<file path="src/rtl/rv32v_vmem_sequencer_if.sv">
// Element-width type and the issue/coalescer-facing bundle of the vector memory sequencer.
// master drives requests and coalescer status; slave is the sequencer.
package rv32v_vmem_pkg;
   typedef enum logic [1:0] {
      SEW8  = 2'd0,
      SEW16 = 2'd1,
      SEW32 = 2'd2,
      SEW64 = 2'd3
   } vsew_t;
endpackage

interface rv32v_vmem_sequencer_if;
   logic                       req_valid;
   logic                       req_ready;
   logic                       req_store;
   logic [1:0]                 req_mode;
   logic [31:0]                req_base;
   logic [31:0]                req_stride;
   rv32v_vmem_pkg::vsew_t      req_eew;
   logic [5:0]                 req_nuops;
   logic [2:0]                 req_nf;
   logic                       flush;
   logic                       last_lane;
   logic                       lsc_ready;
   logic                       vmemdren;
   logic                       vmemdwen;
   logic [4:0]                 vuop_num;
   logic                       vuop_last;
   logic                       vnew_seg;
   logic                       vseg_op;
   logic                       strided;
   logic                       unit_strided;
   logic                       vindexed;
   logic [31:0]                base;
   logic [31:0]                stride;
   rv32v_vmem_pkg::vsew_t      veew;
   logic                       busy;
   logic                       done;

   modport master (
      output req_valid, req_store, req_mode, req_base, req_stride, req_eew,
             req_nuops, req_nf, flush, last_lane, lsc_ready,
      input  req_ready, vmemdren, vmemdwen, vuop_num, vuop_last, vnew_seg,
             vseg_op, strided, unit_strided, vindexed, base, stride, veew,
             busy, done
   );

   modport slave (
      input  req_valid, req_store, req_mode, req_base, req_stride, req_eew,
             req_nuops, req_nf, flush, last_lane, lsc_ready,
      output req_ready, vmemdren, vmemdwen, vuop_num, vuop_last, vnew_seg,
             vseg_op, strided, unit_strided, vindexed, base, stride, veew,
             busy, done
   );
endinterface

</file>
<file path="src/rtl/rv32v_vmem_sequencer.sv">
// Steps one vector load/store through its segment fields (outer) and micro-ops (inner),
// presenting field base and effective stride to the memory coalescer.
module rv32v_vmem_sequencer
   import rv32v_vmem_pkg::*;
#(
   parameter int unsigned NUM_LANES = 4,
   parameter int unsigned MAX_UOPS  = 32
) (
   input  logic                    CLK,
   input  logic                    RST,
   rv32v_vmem_sequencer_if.slave   bus
);

   localparam int unsigned UOP_W = $clog2(MAX_UOPS);
   localparam int unsigned CNT_W = UOP_W + 1;
   localparam int unsigned NF_W  = 3;

   if ((NUM_LANES == 0) || (UOP_W != 5)) begin : g_param_chk
      $error("rv32v_vmem_sequencer: unsupported NUM_LANES/MAX_UOPS");
   end

   typedef enum logic [1:0] {
      S_IDLE = 2'd0,
      S_RUN  = 2'd1,
      S_DONE = 2'd2
   } state_t;

   state_t              r_state, w_state;
   logic                r_store, w_store;
   logic [1:0]          r_mode, w_mode;
   logic [31:0]         r_base, w_base;
   logic [31:0]         r_stride, w_stride;
   vsew_t               r_eew, w_eew;
   logic [CNT_W-1:0]    r_nuops, w_nuops;
   logic [NF_W-1:0]     r_nf, w_nf;
   logic [NF_W-1:0]     r_f, w_f;
   logic [UOP_W-1:0]    r_vuop, w_vuop;
   logic                r_new_seg, w_new_seg;

   logic                w_cmpl;
   logic                w_stall;
   logic                w_uop_last;
   logic                w_run;
   logic                w_unit;
   logic                w_strd_mode;
   logic                w_idx_mode;
   logic [31:0]         w_unit_stride;

   assign w_cmpl     = bus.last_lane && bus.lsc_ready;
   assign w_stall    = bus.last_lane && !bus.lsc_ready;
   assign w_uop_last = ({1'b0, r_vuop} == (r_nuops - CNT_W'(1)));

   // State register; flush shares the synchronous reset path and wins over completion.
   always_ff @(posedge CLK) begin
      if (RST || bus.flush) begin
         r_state   <= S_IDLE;
         r_store   <= 1'b0;
         r_mode    <= 2'd0;
         r_base    <= 32'd0;
         r_stride  <= 32'd0;
         r_eew     <= SEW8;
         r_nuops   <= '0;
         r_nf      <= '0;
         r_f       <= '0;
         r_vuop    <= '0;
         r_new_seg <= 1'b0;
      end else begin
         r_state   <= w_state;
         r_store   <= w_store;
         r_mode    <= w_mode;
         r_base    <= w_base;
         r_stride  <= w_stride;
         r_eew     <= w_eew;
         r_nuops   <= w_nuops;
         r_nf      <= w_nf;
         r_f       <= w_f;
         r_vuop    <= w_vuop;
         r_new_seg <= w_new_seg;
      end
   end

   // Next-state: micro-op index advances first, then the field, then completion.
   always_comb begin
      w_state   = r_state;
      w_store   = r_store;
      w_mode    = r_mode;
      w_base    = r_base;
      w_stride  = r_stride;
      w_eew     = r_eew;
      w_nuops   = r_nuops;
      w_nf      = r_nf;
      w_f       = r_f;
      w_vuop    = r_vuop;
      w_new_seg = r_new_seg;

      case (r_state)
         S_IDLE: begin
            if (bus.req_valid) begin
               w_store   = bus.req_store;
               w_mode    = bus.req_mode;
               w_base    = bus.req_base;
               w_stride  = bus.req_stride;
               w_eew     = bus.req_eew;
               w_nuops   = bus.req_nuops;
               w_nf      = bus.req_nf;
               w_f       = '0;
               w_vuop    = '0;
               if (bus.req_nuops == '0) begin
                  w_state   = S_DONE;
                  w_new_seg = 1'b0;
               end else begin
                  w_state   = S_RUN;
                  w_new_seg = 1'b1;
               end
            end
         end
         S_RUN: begin
            if (w_cmpl) begin
               if (!w_uop_last) begin
                  w_vuop    = r_vuop + UOP_W'(1);
                  w_new_seg = 1'b0;
               end else if (r_f < r_nf) begin
                  w_vuop    = '0;
                  w_f       = r_f + NF_W'(1);
                  w_new_seg = 1'b1;
               end else begin
                  w_state   = S_DONE;
                  w_new_seg = 1'b0;
               end
            end else if (!w_stall) begin
               // A stalled final lane freezes every output, including the new-field marker.
               w_new_seg = 1'b0;
            end
         end
         S_DONE: begin
            w_state = S_IDLE;
         end
         default: begin
            w_state = S_IDLE;
         end
      endcase
   end

   // Output decode from registered state only; all per-op qualifiers read as zero outside RUN.
   assign w_run         = (r_state == S_RUN);
   assign w_unit        = (r_mode == 2'd0) || (r_mode == 2'd3);
   assign w_strd_mode   = (r_mode == 2'd1);
   assign w_idx_mode    = (r_mode == 2'd2);
   assign w_unit_stride = (32'({1'b0, r_nf}) + 32'd1) << r_eew;

   assign bus.req_ready    = (r_state == S_IDLE);
   assign bus.busy         = (r_state != S_IDLE);
   assign bus.done         = (r_state == S_DONE);
   assign bus.vmemdren     = w_run && !r_store;
   assign bus.vmemdwen     = w_run && r_store;
   assign bus.vuop_num     = w_run ? r_vuop : '0;
   assign bus.vuop_last    = w_run && w_uop_last;
   assign bus.vnew_seg     = w_run && r_new_seg;
   assign bus.vseg_op      = w_run && (r_nf != '0);
   assign bus.unit_strided = w_run && w_unit && (r_nf == '0);
   assign bus.strided      = w_run && (w_strd_mode || (w_unit && (r_nf != '0)));
   assign bus.vindexed     = w_run && w_idx_mode;
   assign bus.veew         = r_eew;
   assign bus.base         = w_run ? (r_base + (32'(r_f) << r_eew)) : 32'd0;
   assign bus.stride       = !w_run      ? 32'd0 :
                             w_strd_mode ? r_stride :
                             w_idx_mode  ? 32'd0 : w_unit_stride;

endmodule
</file>
<file path="src/flat_wrapper.sv">
// flat-port wrapper written by rule: the top's interface ports become plain ports
module rv32v_vmem_sequencer_flat import rv32v_vmem_pkg::*;
#(
   parameter int unsigned NUM_LANES = 4,
   parameter int unsigned MAX_UOPS  = 32
)
  (CLK, RST, bus_req_valid, bus_req_store, bus_req_mode, bus_req_base, bus_req_stride, bus_req_eew, bus_req_nuops, bus_req_nf, bus_flush, bus_last_lane, bus_lsc_ready, bus_req_ready, bus_vmemdren, bus_vmemdwen, bus_vuop_num, bus_vuop_last, bus_vnew_seg, bus_vseg_op, bus_strided, bus_unit_strided, bus_vindexed, bus_base, bus_stride, bus_veew, bus_busy, bus_done);
  rv32v_vmem_sequencer_if bus_i ();
  input  logic CLK;
  input  logic RST;
  input wire logic [$bits(bus_i.req_valid)-1:0] bus_req_valid;
  input wire logic [$bits(bus_i.req_store)-1:0] bus_req_store;
  input wire logic [$bits(bus_i.req_mode)-1:0] bus_req_mode;
  input wire logic [$bits(bus_i.req_base)-1:0] bus_req_base;
  input wire logic [$bits(bus_i.req_stride)-1:0] bus_req_stride;
  input wire logic [$bits(bus_i.req_eew)-1:0] bus_req_eew;
  input wire logic [$bits(bus_i.req_nuops)-1:0] bus_req_nuops;
  input wire logic [$bits(bus_i.req_nf)-1:0] bus_req_nf;
  input wire logic [$bits(bus_i.flush)-1:0] bus_flush;
  input wire logic [$bits(bus_i.last_lane)-1:0] bus_last_lane;
  input wire logic [$bits(bus_i.lsc_ready)-1:0] bus_lsc_ready;
  output wire logic [$bits(bus_i.req_ready)-1:0] bus_req_ready;
  output wire logic [$bits(bus_i.vmemdren)-1:0] bus_vmemdren;
  output wire logic [$bits(bus_i.vmemdwen)-1:0] bus_vmemdwen;
  output wire logic [$bits(bus_i.vuop_num)-1:0] bus_vuop_num;
  output wire logic [$bits(bus_i.vuop_last)-1:0] bus_vuop_last;
  output wire logic [$bits(bus_i.vnew_seg)-1:0] bus_vnew_seg;
  output wire logic [$bits(bus_i.vseg_op)-1:0] bus_vseg_op;
  output wire logic [$bits(bus_i.strided)-1:0] bus_strided;
  output wire logic [$bits(bus_i.unit_strided)-1:0] bus_unit_strided;
  output wire logic [$bits(bus_i.vindexed)-1:0] bus_vindexed;
  output wire logic [$bits(bus_i.base)-1:0] bus_base;
  output wire logic [$bits(bus_i.stride)-1:0] bus_stride;
  output wire logic [$bits(bus_i.veew)-1:0] bus_veew;
  output wire logic [$bits(bus_i.busy)-1:0] bus_busy;
  output wire logic [$bits(bus_i.done)-1:0] bus_done;
  assign bus_i.req_valid = bus_req_valid;
  assign bus_i.req_store = bus_req_store;
  assign bus_i.req_mode = bus_req_mode;
  assign bus_i.req_base = bus_req_base;
  assign bus_i.req_stride = bus_req_stride;
  assign bus_i.req_eew = bus_req_eew;
  assign bus_i.req_nuops = bus_req_nuops;
  assign bus_i.req_nf = bus_req_nf;
  assign bus_i.flush = bus_flush;
  assign bus_i.last_lane = bus_last_lane;
  assign bus_i.lsc_ready = bus_lsc_ready;
  assign bus_req_ready = bus_i.req_ready;
  assign bus_vmemdren = bus_i.vmemdren;
  assign bus_vmemdwen = bus_i.vmemdwen;
  assign bus_vuop_num = bus_i.vuop_num;
  assign bus_vuop_last = bus_i.vuop_last;
  assign bus_vnew_seg = bus_i.vnew_seg;
  assign bus_vseg_op = bus_i.vseg_op;
  assign bus_strided = bus_i.strided;
  assign bus_unit_strided = bus_i.unit_strided;
  assign bus_vindexed = bus_i.vindexed;
  assign bus_base = bus_i.base;
  assign bus_stride = bus_i.stride;
  assign bus_veew = bus_i.veew;
  assign bus_busy = bus_i.busy;
  assign bus_done = bus_i.done;
  rv32v_vmem_sequencer #(.NUM_LANES(NUM_LANES), .MAX_UOPS(MAX_UOPS)) u_core (.CLK(CLK), .RST(RST), .bus(bus_i));
endmodule
</file>
<file path="config.mk">
export PLATFORM = sky130hd
export DESIGN_NAME = rv32v_vmem_sequencer_flat
export DESIGN_NICKNAME = d
export VERILOG_FILES = /design/src/rtl/rv32v_vmem_sequencer_if.sv /design/src/rtl/rv32v_vmem_sequencer.sv /design/src/flat_wrapper.sv
export SDC_FILE = /design/constraint.sdc
export NUM_CORES = 1
export LEC_CHECK = 0
export BUFFER_PORTS_ARGS = -buffer_cell sky130_fd_sc_hd__buf_2
export CORE_ASPECT_RATIO = 1.5
export CORE_MARGIN = 8
export CORE_UTILIZATION = 57
export CTS_BUF_LIST = sky130_fd_sc_hd__clkbuf_8
export DETAILED_ROUTE_END_ITERATION = 10
export PLACE_DENSITY = 0.88
export SYNTH_ARGS = -nofsm -noshare
export SYNTH_HDL_FRONTEND = slang
export SYNTH_SLANG_ARGS = --single-unit
</file>
<file path="constraint.sdc">
create_clock -name CLK -period 8 [get_ports CLK]
set_clock_uncertainty 0.2 [all_clocks]
set_input_delay 1.2 -clock CLK [delete_from_list [all_inputs] [get_ports CLK]]
set_output_delay 1.2 -clock CLK [all_outputs]
set_load 0.1 [all_outputs]
</file>
**Yosys cells after proc, flatten, opt, wreduce, memory -nomap -nowiden**

Index checks and enable logic that the tools add are counted.

- Bits in registers: 89
- Bits of input ports: 84
- Output and inout port bits: 82
- Logic and storage cells: 89

- $add $sub $neg: 5
- $lt $le $gt $ge: 1
- Equality and inequality tests: 13
- Shifts and indexed selects: 2
- Muxes and demuxes: 28
- Reduce and logical (&&, ||, !) cells: 29

Operator list:

| operator | number |
|---|---|
| $mux W32 | 4 |
| $add A32 B32 Y32 | 1 |
| $shl A3 B2 Y32 | 1 |
| $shl A32 B2 Y32 | 1 |
| $mux W5 | 5 |
| $logic_and A1 B1 Y1 | 12 |
| $mux W3 | 4 |
| $mux W2 | 5 |
| $pmux W5 S2 | 1 |
| $reduce_and A4 Y1 | 2 |
| $eq A2 B2 Y1 const B | 3 |
| $eq A5 B6 Y1 | 1 |
| $logic_not A6 Y1 | 1 |
| $mux W1 | 6 |
| $ne A2 B2 Y1 const B | 3 |
| $pmux W3 S2 | 1 |
| $sub A6 B1 Y6 const B | 1 |
| $add A5 B1 Y5 const B | 1 |
| $reduce_and A5 Y1 | 1 |
| $add A3 B1 Y4 const B | 1 |
| $eq A2 B1 Y1 const B | 2 |
| $logic_not A2 Y1 | 2 |
| $ne A2 B1 Y1 const B | 2 |
| $pmux W2 S2 | 1 |
| 12 further kinds | 16 |

**Logic depth before layout (Yosys ltp)**

Gate-level depths: netlist (run 1).

- Depth in word-level cells: 5
- Mapped depth: 13
- Gate-level depth less buffers: 10

**Worst setup path before layout (run 1)**

Ideal clock, no wire load.

- Path kind: register to output
- Start: register u_core.r_eew[0], in the netlist u_core.bus.veew[0]
- End: output port bus_base[7]
- Arrival: 5059 ps
- Required time: 6600 ps
- Path slack: 1541 ps
- Stages on the path, launching flop included: 13
- Path buffers: 3
- Path through: dfxtp_1 -> clkbuf_1 -> clkbuf_1 -> mux2i_1 -> or2_2 -> inv_1 -> ha_1 -> a21o_1 -> a21o_1 -> a2111oi_2 -> clkbuf_1 -> o21ai_0 -> a21oi_1

- Longest elaborated chain between the ends: 3

Ends and longest elaborated chain:

| element | line | source |
|---|---|---|
| from (decl) | rv32v_vmem_sequencer.sv:33 | `vsew_t r_eew, w_eew;` |
| from (signal assigned) | rv32v_vmem_sequencer.sv:73 | `r_eew <= w_eew;` |
| $shl A3 B2 Y32 | rv32v_vmem_sequencer.sv:164 | `assign bus.base = w_run ? (r_base + (32'(r_f) << r_eew)) : 32'd0;` |
| $add A32 B32 Y32 | rv32v_vmem_sequencer.sv:164 |  |
| $mux W32 | rv32v_vmem_sequencer.sv:164 |  |
| to (decl) | flat_wrapper.sv:32 | `output wire logic [$bits(bus_i.base)-1:0] bus_base;` |

No other way between the ends.

**Worst setup path after layout (run 1)**

- Start: register u_core.r_eew[0], in the netlist u_core.bus.veew[0]
- End: output port bus_base[28]

The elaborated chain is that of the path after synthesis.

==> results_dict.tcl, run 1 <==
set metrics [dict create \
    tns_ps 0 \
    finalMaxSlewViolations 0 \
    wl_per_cell_microns 15.2 \
    timing.final.crit_share_pct 67.7 \
    die_area_sq_um 12300 \
    syn-instance-count 711 \
    detail-route-antenna-nets 0 \
    min_period_ps 5410 \
    cts_tree "yes" \
    cts_root_buf "clkbuf_8" \
    synth_top_area_share_pct 35.0 \
    drt-vias-per-instance 5.68 \
    antenna_found_initial 0 \
    die_h_microns 132 \
    grtUsageTotal_pct 23.3 \
    synth_top_family_by_area "simple AND/OR/NAND/NOR gates" \
    finalNetCount 942 \
    syn_area_per_cell_sq_um 7.17 \
    worst_pin_slew_ps 1140 \
    cp-start-kind "flop" \
    cts.sinks 89 \
    drtIter0Drc 373 \
    drive_above_1_share_pct 23.4 \
    synthMuxAreaShare_pct 1.37 \
    synth_seq_cells 89 \
    start_util_pct 58.1 \
    diodes 0 \
    rows 42 \
    overflow 0 \
    die_width_microns 93.2 \
    path_class "flop to output port" \
    maxSlewHeadroom_pct 24.2 \
    synth_fa_ha_area_share_pct 4.07 \
    yosysSeqAreaShare_pct 35.0 \
    num_vias 5440 \
    outcome "completed" \
    grt_pass1_wl_mm 23.9 \
    synth-edff-count 0 \
    clock_latency_ps 360 \
    grt_pass1_vias 5198 \
    clock_path_buffers 2 \
    hold_path.class "flop to flop" \
    synth_area_sq_um 5100 \
    fmax_ghz 0.185 \
    cp-end-kind "output port" \
    synth_largest_area_cell "dfxtp_1" \
    yosys.cell_types.count 57 \
    synth-xor-area-share_pct 4.47 \
    numCtsBuffers 9 \
    setup_viol 0 \
    route.detailed.drc 0 \
    ys_warn_count 0 \
    io_buffers 165 \
    wirelength_mm 14.5 \
    rsz0062_at_grt "no" \
    synth_compound_area_share_pct 18.4 \
    postCtsSetupRepairBufs 0 \
    async_flop_share_pct 0 \
    fill_cells 746 \
    placed_area_sq_um 5920 \
    ys_top_cells_by_area "dfxtp_1, nand2_1, a21oi_1" \
    final_cell_area_sq_um 6110 \
    ios 166 \
    arrival_ps 4010 \
    p_leak_nw 2.62 \
    core_area_sq_um 8780 \
    crit_fanout 20 \
    htreeDepth 3 \
    p_per_area_nw_per_um2 149 \
    drt_first_pass_iters 5 \
    gp_congestion 0.965 \
    cts.clk_slew.worst_paths_ps 90 \
    synthSimpleGateAreaFrac_pct 31.7 \
    ys.flop_type "dfxtp_1" \
    syn_nets 811 \
    syn2layout_area_growth_pct 19.8 \
    critical_path_required_ps 6600 \
    cap_violations 0 \
    vdd_drop_max_uv 128 \
    post-dp-hpwl_mm 10.7 \
    postCtsResizedCells 0 \
    hold_viol_final 0 \
    grt_max_degree 81 \
    ctsHoldBuffers 0 \
]
==> stage by stage <==
stage / instances / util (%) / hold WS [ps] / power (mW) / setup slack [ps]
final: 957 / 69.6 / 253 / 0.910 / 2590
after global placement: 941 / 67.4 / 238 / 0.621 / 3210
after floorplan: 711 / - / 232 / 0.582 / 1540
after CTS: 957 / 69.6 / 256 / 0.917 / 2590
after global routing: 957 / 69.6 / 281 / 0.954 / 2320
after detailed placement: 941 / 67.4 / 243 / 0.626 / 3010
==> Yosys cell counts (3+ instances only) <==
master,number
o31ai_1,6
o21a_1,5
a211oi_1,3
a21o_1,3
a31oi_1,3
nor4_1,7
xnor2_1,21
clkbuf_1,49
nor3_1,18
nor2b_1,8
and3_1,28
or4_1,9
nand3_1,9
o21ai_0,13
xor2_1,5
a21oi_1,107
nand3b_1,3
dfxtp_1,89
ha_1,15
inv_1,18
or3_1,8
nor2_1,44
nand2b_1,4
and2_1,12
mux2i_1,7
nand2_1,177
nand4_1,5
==> path summary, 6_finish.rpt <==
| check | start | endpoint | slack [ps] | cells past startpoint |
|---|---|---|---|---|
| setup / recovery | u_core.bus.veew[0]$_SDFFE_PP0P_ | bus_base[28] | 2590 | 10 |
| setup reg to reg | u_core.r_nuops[0]$_SDFFE_PP0P_ | u_core.r_f[0]$_SDFFE_PP0P_ | 5380 | 8 |
| hold reg to reg | u_core.r_stride[17]$_SDFFE_PP0P_ | u_core.r_stride[17]$_SDFFE_PP0P_ | 250 | 2 |
| hold / removal | u_core.r_stride[17]$_SDFFE_PP0P_ | u_core.r_stride[17]$_SDFFE_PP0P_ | 250 | 2 |
==> power by group <==
group          internal, mW  total [mW]  switching (mW)
Clock                 0.132       0.294           0.162
Sequential            0.457       0.471          0.0142
Combinational        0.0459       0.145          0.0995
==> final cells by class <==
type / count / area (sq um) / area share [%]
Multi-Input combinational cell: 554 / 3070 / 50.2
Sequential cell: 89 / 1780 / 29.2
Timing Repair Buffer: 170 / 863 / 14.1
Clock buffer: 11 / 151 / 2.48
Tap cell: 110 / 138 / 2.25
Inverter: 18 / 67.6 / 1.11
Clock inverter: 5 / 38.8 / 0.635
==> metal layers <==
layer | global-route usage [%] | wire length (microns)
met2 | 39.2 | 7030
met4 | 11.5 | 513
met1 | 25.6 | 5640
met3 | 7.13 | 1320
met5 | 0 | 0
==> placed cells by master (no fill, tap or decap), types with 2 or more instances in the layout <==
cell,netlist,routed
a211oi_1,3,3
a21o_1,3,3
a21oi_1,107,107
a22o_1,2,2
a22oi_1,2,2
a31oi_1,3,3
and2_1,12,11
and3_1,28,28
buf_2,0,165
buf_4,0,5
clkbuf_8,0,11
clkinv_4,0,2
dfxtp_1,89,89
ha_1,15,15
inv_1,18,18
mux2i_1,7,7
nand2_1,177,177
nand2b_1,4,3
nand3_1,9,9
nand3b_1,3,3
nand4_1,5,5
nor2_1,44,44
nor2b_1,8,7
nor3_1,18,18
nor3b_1,2,2
nor4_1,7,7
o211ai_1,2,2
o21a_1,5,5
o21ai_0,13,13
o31ai_1,6,6
or2_2,2,2
or3_1,8,8
or4_1,9,9
xnor2_1,21,21
xor2_1,5,5
==> sequential cells by signal, indices dropped and copies added, names as in the netlist <==
signal,count
u_core.r_base,32
u_core.r_stride,32
u_core.r_nuops,6
u_core.r_vuop,5
u_core.r_f,3
u_core.r_nf,3
u_core.bus.veew,2
u_core.r_mode,2
u_core.r_state,2
u_core.r_new_seg,1
u_core.r_store,1
==> logic make-up after synthesis <==
kind of cell / count (synthesis)
and+or+nand+nor: 345
AOI/OAI and AO/OA: 160
DFF: 89
buffers and inverters: 68
xor gates and xnor gates: 26
adders and majority gates: 16
muxes: 7
==> worst max-delay path: stages, from the launching register on <==
cell and delay [ps]:
dfxtp_1 720, mux2i_1 190, or2_2 340, fa_1 420
nor2b_1 160, o21a_1 180, o21ai_1 130, a21o_1 350
or4_1 530, a21oi_1 170, buf_2 470
No activity file was read; power rests on OpenSTA's default activity.
==> run 2, diff against run 1 <==
Settings changed: ABC_AREA set to 1, CORE_UTILIZATION 57 to 48, PLACE_DENSITY 0.88 to 0.79.
Clock period 8 ns to 4.4 ns, I/O delays scaled along.
==> run 2 against run 1 <==
Effect of this change: cell count increased by 18%; flip-flop and latch count unchanged; synthesized cell count up 18%; count of clock-buffer cells in the layout decreased by 2; area after synthesis up 3.1%; clock power is 120% higher; highest routed layer unchanged.
==> results_dict.tcl, run 2 <==
set metrics [dict create \
    syn2layout_area_growth_pct 23.8 \
    syn-instance-count 838 \
    synth_area_sq_um 5260 \
    yosysSeqAreaShare_pct 33.9 \
    yosys.cell_types.count 36 \
    io_buffers 165 \
    fill_cells 1083 \
    path_cells "inv_1 > nor3_1 > ha_1 > inv_1 > fa_1 > inv_1 > nand3_1 > nand2_1 > nand2_1 > o21ai_2 > nand2_1 > nor2_2 > o21ai_0 > a21oi_4 > clkbuf_4" \
    timing.final.crit_share_pct 93.6 \
    min_period_ps 4120 \
    synth-edff-count 0 \
    core_area_sq_um 10900 \
    overflow 0 \
    start_util_pct 48.3 \
    synth_largest_area_cell "dfxtp_1" \
    power_mw 1.88 \
    synth_top_area_share_pct 33.9 \
    ys_warn_count 0 \
    drive_above_1_share_pct 24.5 \
    setup_viol 0 \
    ctsHoldBuffers 0 \
    die_width_microns 101 \
    clock_path_buffers 2 \
    worst_pin_slew_ps 1060 \
    hold_path.class "flop to flop" \
    ios 166 \
    place_inst 1114 \
    final_common_cell "nor2_1" \
    vdd_drop_max_uv 208 \
    hold_viol_final 0 \
    fmax_ghz 0.243 \
    async_flop_share_pct 0 \
    ys.flop_type "dfxtp_1" \
    wirelength_mm 16.8 \
    tns_ps 0 \
    mostFrequentLayoutCells "nor2_1, buf_2, nand2_1" \
    numCtsBuffers 9 \
    crit_fanout 5 \
    cp-start-kind "flop" \
    cpPeakStageDelay_ps 420 \
    syn_area_per_cell_sq_um 6.27 \
    startpoint "u_core.r_f[0]$_SDFFE_PP0P_" \
    reg_top3 "u_core.r_base x32, u_core.r_stride x32, u_core.r_nuops x6" \
    grt_pass1_vias 5704 \
    cap_violations 0 \
    p_per_area_nw_per_um2 289 \
    pre_cts_ws_ps 563 \
    grtUsageTotal_pct 23.0 \
    antenna_found_initial 0 \
    die_h_microns 144 \
    diodes 0 \
    setup_ws_ps 280 \
    post-dp-hpwl_mm 12.3 \
    route.detailed.drc 0 \
    arrival_ps 3260 \
    multi_input_area_sq_um 3150 \
    regArea_sq_um 1780 \
    drt-vias-per-instance 5.22 \
    r2r_end "u_core.r_f[1]$_SDFFE_PP0P_" \
    grt_max_degree 98 \
    num_vias 5904 \
    cts.sinks 89 \
    timing.rr.start "u_core.r_state[0]$_SDFFE_PP0P_" \
    ys_top_cells_by_count "nor2_1, nand2_1, o21ai_0, dfxtp_1, inv_1" \
    fin_util_pct 59.8 \
    synth_seq_cells 89 \
    rrSetupSlack_ps 1930 \
    finalNetCount 1078 \
    die_area_sq_um 14600 \
    final_cells 1130 \
    wl_per_cell_microns 14.9 \
    clock_latency_ps 370 \
    cts_root_buf "clkbuf_8" \
    setup.worst_path.end "bus_base[24]" \
    rsz0062_at_grt "no" \
    drt_first_pass_iters 5 \
    drtIter0Drc 414 \
    grt_pass1_wl_mm 26.9 \
    critical_path_required_ps 3540 \
    synth.most_common_cell "nor2_1" \
    cp-end-kind "output port" \
    cts_tree "yes" \
    htreeDepth 3 \
    cts.clk_slew.worst_paths_ps 100 \
    gp_congestion 0.948 \
    detail-route-antenna-nets 0 \
    finalMaxSlewViolations 0 \
    rows 47 \
    syn_nets 938 \
    reg2regPathDepth 8 \
    maxSlewHeadroom_pct 29.1 \
    p_leak_nw 2.95 \
    path_class "flop to output port" \
    outcome "completed" \
    slowest_stage "dfxtp_1" \
    ys_top_cells_by_area "dfxtp_1, nor2_1, o21ai_0" \
]
[run 2: cell types whose count changed in the layout (fill, tap and decap cells not counted), sizes merged, moves of 30 or more]
| cell | delta |
|---|---|
| o21ai | +95 |
| nand2 | -41 |
| inv | +57 |
| nand3 | +30 |
| nor2 | +164 |
| a21oi | -44 |
[run 2: area by class of cell]
| cell class | instances | share of cell area [%] |
|---|---|---|
| clock inverters | 7 | 1.54 |
| multi-input cells | 631 | 48.4 |
| inverters | 75 | 4.34 |
| well taps | 147 | 2.83 |
| flip-flops and latches | 89 | 27.4 |
| repair buffers | 172 | 13.6 |
| clock buffers | 9 | 1.90 |
[run 2: logic make-up after synthesis]
family	count (synthesis)	share of synthesized area, %
flip-flops	89	33.9
adder cells (fa/ha/maj)	16	3.95
XOR/XNOR	7	1.17
AND/OR/NAND/NOR	425	33.9
AO/OA/AOI/OAI	183	18.2
buffers and inverters	118	8.90
[run 2: how the worst min path moves through the flow]
stage | start | end | slack, ps | depth (start not counted)
4_1_cts | u_core.r_base[31]$_SDFFE_PP0P_ | u_core.r_base[31]$_SDFFE_PP0P_ | 280 | 2
2_1_floorplan | u_core.r_nuops[5]$_SDFFE_PP0P_ | u_core.r_nuops[5]$_SDFFE_PP0P_ | 240 | 2
6_report | u_core.r_store$_SDFFE_PP0P_ | u_core.r_store$_SDFFE_PP0P_ | 280 | 2
5_1_grt | bus_req_stride[19] | u_core.r_stride[19]$_SDFFE_PP0P_ | 290 | 3
3_5_place_dp | u_core.r_store$_SDFFE_PP0P_ | u_core.r_store$_SDFFE_PP0P_ | 270 | 2
3_3_place_gp | u_core.r_store$_SDFFE_PP0P_ | u_core.r_store$_SDFFE_PP0P_ | 250 | 2
[run 2: worst max-delay path: cells and delay by family, from the launching register on]
kind | cells | cell delay [ps]
fa+ha+maj | 2 | 590
flops | 1 | 420
buf+inv | 4 | 600
compound gates | 3 | 430
simple gates | 6 | 850
[run 2: per-stage QoR]
stage	cell area [sq um]	hold slack, ps
final	6510	277
after global routing	6510	293
after CTS	6490	278
after detailed placement	6270	265
after global placement	6270	255
after floorplan	5380	244
[run 2: power by group]
part           internal [mW]  switching, mW
clock                  0.325          0.321
sequential             0.843         0.0331
combinational          0.102          0.254
total                   1.27          0.609
[run 2: metal layers]
metal / vias up / global-route usage (%) / part of all wire [%]
met4: 0 / 12.2 / 3.1
met1: 2648 / 25.2 / 40
met2: 215 / 40.4 / 51
met5: - / 0 / 0
li1: 3006 / - / -
met3: 35 / 4.77 / 6.8
[run 2: timing repair]
item                                   in CTS  in global routing
setup endpoints to repair                   0                 13
setup buffers                               0                  0
endpoints found under the hold margin       0                  0
resized for setup                           0                  5
